<file path="config.mk">
export PLATFORM = sky130hd
export DESIGN_NAME = led_sequencer
export DESIGN_NICKNAME = d
export VERILOG_FILES = /design/src/rtl/led_sequencer.sv
export SDC_FILE = /design/constraint.sdc
export NUM_CORES = 1
export LEC_CHECK = 0
export BUFFER_PORTS_ARGS = -buffer_cell sky130_fd_sc_hd__buf_2
export CELL_PAD_IN_SITES_DETAIL_PLACEMENT = 0
export CELL_PAD_IN_SITES_GLOBAL_PLACEMENT = 1
export CORE_ASPECT_RATIO = 1.25
export CORE_MARGIN = 2
export CORE_UTILIZATION = 47
export CTS_BUF_LIST = sky130_fd_sc_hd__clkbuf_16
export CTS_CLUSTER_DIAMETER = 100
export DETAILED_ROUTE_END_ITERATION = 6
export PLACE_DENSITY_LB_ADDON = 0.1
export REMOVE_ABC_BUFFERS = 1
export SYNTH_ARGS = -nofsm -noshare
export SYNTH_HDL_FRONTEND = slang
export SYNTH_SLANG_ARGS = --single-unit
</file>
<file path="constraint.sdc">
create_clock -name mclk -period 2.47 [get_ports mclk]
set_clock_uncertainty 0.05 [all_clocks]
set_input_delay 0.1235 -clock mclk [delete_from_list [all_inputs] [get_ports mclk]]
set_output_delay 0.1235 -clock mclk [all_outputs]
set_load 0.02 [all_outputs]
</file>
<file path="src/rtl/led_sequencer.sv">
// Timed LED pattern sequencer: a prescaler produces step ticks and an
// IDLE/RUN/DONE controller walks the selected pattern for STEPS ticks.
module led_sequencer #(
  parameter int TICK_DIV = 50000000,
  parameter int TICK_W   = 26,
  parameter int STEPS    = 8,
  parameter int STEP_W   = 8
) (
  input  logic       mclk,
  input  logic       rst_n,
  input  logic       start,
  input  logic [1:0] mode,
  input  logic       abort,
  output logic       busy,
  output logic       done,
  output logic [3:0] Led
);

  typedef enum logic [1:0] {
    IDLE = 2'd0,
    RUN  = 2'd1,
    DONE = 2'd2
  } state_t;

  localparam logic                DIR_LEFT  = 1'b0;
  localparam logic                DIR_RIGHT = 1'b1;
  localparam logic [TICK_W-1:0]   TICK_LAST = TICK_W'(TICK_DIV - 1);
  localparam logic [STEP_W-1:0]   STEP_LAST = STEP_W'(STEPS - 1);

  state_t              state_reg, state_next;
  logic [TICK_W-1:0]   presc_reg, presc_next;
  logic [STEP_W-1:0]   step_reg, step_next;
  logic                dir_reg, dir_next;
  logic [1:0]          mode_reg, mode_next;
  logic [3:0]          led_reg, led_next;

  logic                tick;
  logic [3:0]          led_step;
  logic                dir_step;

  function automatic logic [3:0] init_pattern(input logic [1:0] sel);
    case (sel)
      2'b00:   return 4'b0000;
      2'b01:   return 4'b0001;
      2'b10:   return 4'b1111;
      default: return 4'b0001;
    endcase
  endfunction

  assign tick = (presc_reg == TICK_LAST);

  // Successor pattern for the latched mode; pingpong also reports the new direction.
  always_comb begin
    led_step = led_reg;
    dir_step = dir_reg;
    case (mode_reg)
      2'b00: led_step = led_reg + 4'd1;
      2'b01: led_step = {led_reg[2:0], led_reg[3]};
      2'b10: led_step = ~led_reg;
      default: begin
        if (led_reg == 4'b1000) begin
          led_step = 4'b0100;
          dir_step = DIR_RIGHT;
        end else if (led_reg == 4'b0001) begin
          led_step = 4'b0010;
          dir_step = DIR_LEFT;
        end else if (dir_reg == DIR_LEFT) begin
          led_step = {led_reg[2:0], 1'b0};
        end else begin
          led_step = {1'b0, led_reg[3:1]};
        end
      end
    endcase
  end

  always_comb begin
    state_next = state_reg;
    presc_next = presc_reg;
    step_next  = step_reg;
    dir_next   = dir_reg;
    mode_next  = mode_reg;
    led_next   = led_reg;
    case (state_reg)
      IDLE: begin
        // abort outranks a coincident start and blanks the display
        if (abort) begin
          led_next   = 4'b0000;
          presc_next = '0;
          step_next  = '0;
        end else if (start) begin
          state_next = RUN;
          mode_next  = mode;
          presc_next = '0;
          step_next  = '0;
          dir_next   = DIR_LEFT;
          led_next   = init_pattern(mode);
        end
      end
      RUN: begin
        if (abort) begin
          state_next = IDLE;
          led_next   = 4'b0000;
          presc_next = '0;
          step_next  = '0;
        end else if (tick) begin
          presc_next = '0;
          led_next   = led_step;
          dir_next   = dir_step;
          step_next  = step_reg + STEP_W'(1);
          if (step_reg == STEP_LAST) begin
            state_next = DONE;
          end
        end else begin
          presc_next = presc_reg + TICK_W'(1);
        end
      end
      DONE: begin
        state_next = IDLE;
      end
      default: begin
        state_next = IDLE;
      end
    endcase
  end

  always_ff @(posedge mclk or negedge rst_n) begin
    if (!rst_n) begin
      state_reg <= IDLE;
      presc_reg <= '0;
      step_reg  <= '0;
      dir_reg   <= DIR_LEFT;
      mode_reg  <= 2'b00;
      led_reg   <= 4'b0000;
    end else begin
      state_reg <= state_next;
      presc_reg <= presc_next;
      step_reg  <= step_next;
      dir_reg   <= dir_next;
      mode_reg  <= mode_next;
      led_reg   <= led_next;
    end
  end

  assign busy = (state_reg == RUN);
  assign done = (state_reg == DONE);
  assign Led  = led_reg;

endmodule

</file>
==> results.yml <==
status:
  outcome: "finished, final reports clean"
placement:
  io_buffers: 11
  gp_congestion: 0.803
  hpwl_mm: 3.86
logic_synthesis:
  ys_seq_area_share_pct: 43.0
  netlist_instances: 270
  synth_top_area_share_pct: 43.0
  yosysWarnings: 0
  synth_edf_count: 0
  ys_ff_latch: 43
  avgSynthCellArea_um2: 9.26
  synth_top_cell_by_area: "dfrtp_1"
  synth_area_leaders: "dfrtp_1 (43%), o21ai_0 (6.2%), xor2_1 (6.0%)"
  async_flop_share_pct: 100
  synth.distinct_cells: 49
  synth_flop_cell: "dfrtp_1"
  synth_area_um2: 2500
critical_path:
  critical_path.endpoint_type: "register"
  setup.worst_path.class: "register to register"
  critical_path_peak_fanout: 5
  critPathRequiredTime_ps: 2590
  regToRegSetupSlack_ps: 300
  crit_family: "simple AND/OR/NAND/NOR gates"
  cp.buffers_inverters: 0
  r2r_cells: 5
  arrival_ps: 2290
  path_cells: "or4_1, nor4_2, a21oi_2, nor4_1, mux2_2"
  critPathCapture: "dir_reg"
  crit_cells: 5
  cpPeakStageDelay_ps: 550
  slowest_stage: "or4_1"
  cp-startpoint: "presc_reg[9]"
  reg2reg_to: "dir_reg"
  crit_path_start_kind: "register"
  r2r_start: "presc_reg[9]"
global_route:
  grt_max_degree: 44
  antenna_found_initial: 0
  grt_pass1_wl_mm: 9.72
  gr-usage-met1_pct: 27.0
  met2_usage_pct: 34.3
  use_met3_pct: 2.94
  grt_pass1_vias: 1996
  grt.total_usage_pct: 20.3
  globalRouteOverflowTotal: 0
  grt.busiest_layer: "met2"
timing:
  min_period_ps: 2170
  fmax_mhz: 460
  hold_viol: 0
  finalSetupTns_ps: 0
  relSlewSlack_pct: 34.5
  finalCritPeriodShare_pct: 87.9
  rsz0062_at_grt: "false"
  finalSetupViolCount: 0
  worst_pin_slew_ps: 983
  drv_slew: 0
clock_tree:
  cts_buffers: 5
  root_buffer: "clkbuf_16"
  clkSinkCount: 43
  cts_tree: "built"
  clock_latency_ps: 280
  post-cts-setup-buffers: 0
  htreeDepth: 2
  cts_buffer_depth: 2
  ctsResizeCount: 0
  cts_hold_buf: 1
  clk_pin_slew_ps: 60
die:
  boundaryPins: 12
  die_y_um: 85.5
  fp.coreArea_um2: 5120
  rows: 29
  initial_core_util_pct: 48.9
  chipWidth_um: 69.2
  die-area_um2: 5920
drt:
  ant_nets: 0
  drt_iter0_markers: 80
  viasPerCell: 5.67
  wl_per_cell_um: 15.6
  drc: 0
  route.vias.total: 1986
  first_pass_iters: 4
  wirelength_mm: 5.47
pwr:
  peakVddDrop_mv: 0.256
  p_switching_uw: 447
  leakagePower_uw: 0.00126
  cellPowerDensity_nw_per_um2: 588
  p_comb_share_pct: 14.0
  power.share.clock_pct: 37.8
  p_int_uw: 1190
  p_seq_share_pct: 48.2
  power.share.switching_pct: 27.2
final_layout:
  drive_gt1_share_pct: 14.2
  fin_nets: 299
  largest_reg_flops: 26
  utilization_pct: 54.6
  diodes: 0
  area_delta_synth_final_pct: 11.8
run:
  cap_viol_max_count: 0
hold_path:
  whs_path_depth: 3
  hold_class: "primary input to register"
==> synthesized netlist by cell type (2+ instances only) <==
cell / instances
a21oi_1: 4
nor4_2: 2
a41oi_1: 2
or4_1: 3
ha_1: 5
nor2b_1: 3
nor2_1: 33
and3b_1: 3
dfrtp_1: 43
nand3_1: 13
buf_2: 3
o31ai_1: 5
and3_1: 8
clkbuf_1: 5
nand4_1: 6
nand2b_1: 8
xnor2_1: 4
nor4_1: 2
nand2_1: 22
nor3_1: 3
mux2_2: 7
a31oi_1: 2
and4_1: 4
xor2_1: 17
o21ai_0: 31
and2_1: 2
or3_1: 2
inv_1: 7
==> placed cells by master, fill, tap and decap left out, drive strengths merged, types with 4 or more instances in the layout <==
cell and n:
dfrtp 43, nor2 34, o21ai 31, nand2 22
buf 20, xor2 17, nand3 13, nand2b 8
and3 8, inv 7, mux2 7, nand4 6
o31ai 5, ha 5, clkbuf 5, a21oi 5
and4 4, xnor2 4, nor3 4, nor4 4
==> how the worst min path moves through the flow <==
stage / endpoint / slack (ps) / start
floorplan: Led[0] / -220 / rst_n
detailed placement: presc_reg[5] / 280 / rst_n
global placement: presc_reg[3] / 290 / rst_n
finish: mode_reg[0] / 50 / mode[0]
CTS: mode_reg[0] / 40 / mode[0]
global route: mode_reg[0] / 60 / mode[0]
==> worst reg2reg max path: cells and delay by family, from the launching register on <==
kind / cells / cell delay, ps
DFF: 1 / 410
and+or+nand+nor: 3 / 1070
muxes: 1 / 370
AOI/OAI and AO/OA: 1 / 170
==> power groups by stage <==
stage               Sequential (µW)  Combinational (µW)  Clock [µW]
floorplan                       804                 141           0
global placement                805                 231           0
detailed placement              804                 232           0
CTS                             791                 234         641
global route                    799                 265         666
finish                          791                 230         620
==> area by class of cell <==
type / count / area, µm²
clock buffer: 5 / 125
clock inverter: 2 / 8.76
fill: 485 / 2320
inverter: 7 / 26.3
multi-input combinational: 210 / 1350
sequential: 43 / 1080
tap: 62 / 77.6
timing repair buffer: 21 / 133
==> kinds of logic after synthesis <==
kind of cell,count (synthesis),share of synthesized area [%]
mux,7,3.15
fa+ha+maj,5,2.50
simple gates,123,27.9
flops,43,43.0
xor+xnor,21,7.36
buf+inv,17,3.05
compound gates,54,13.0
==> routing by layer <==
layer  vias to the layer above  wire length [µm]
met3                         7               108
met5                         -                 0
met1                       959              2570
li1                        999                 -
met2                        21              2700
met4                         0                92
==> per-stage QoR <==
step	setup WS (ps)	total power, µW	cell area, µm²	hold slack [ps]	instances
after global routing	105	1730	2790	58.3	350
after floorplan	228	945	2450	-222	260
after global placement	335	1040	2650	287	342
after CTS	266	1670	2790	43.0	350
final	298	1640	2790	50.5	350
after detailed placement	258	1040	2650	283	342
Note: power is estimated with default switching activity, not from simulation.
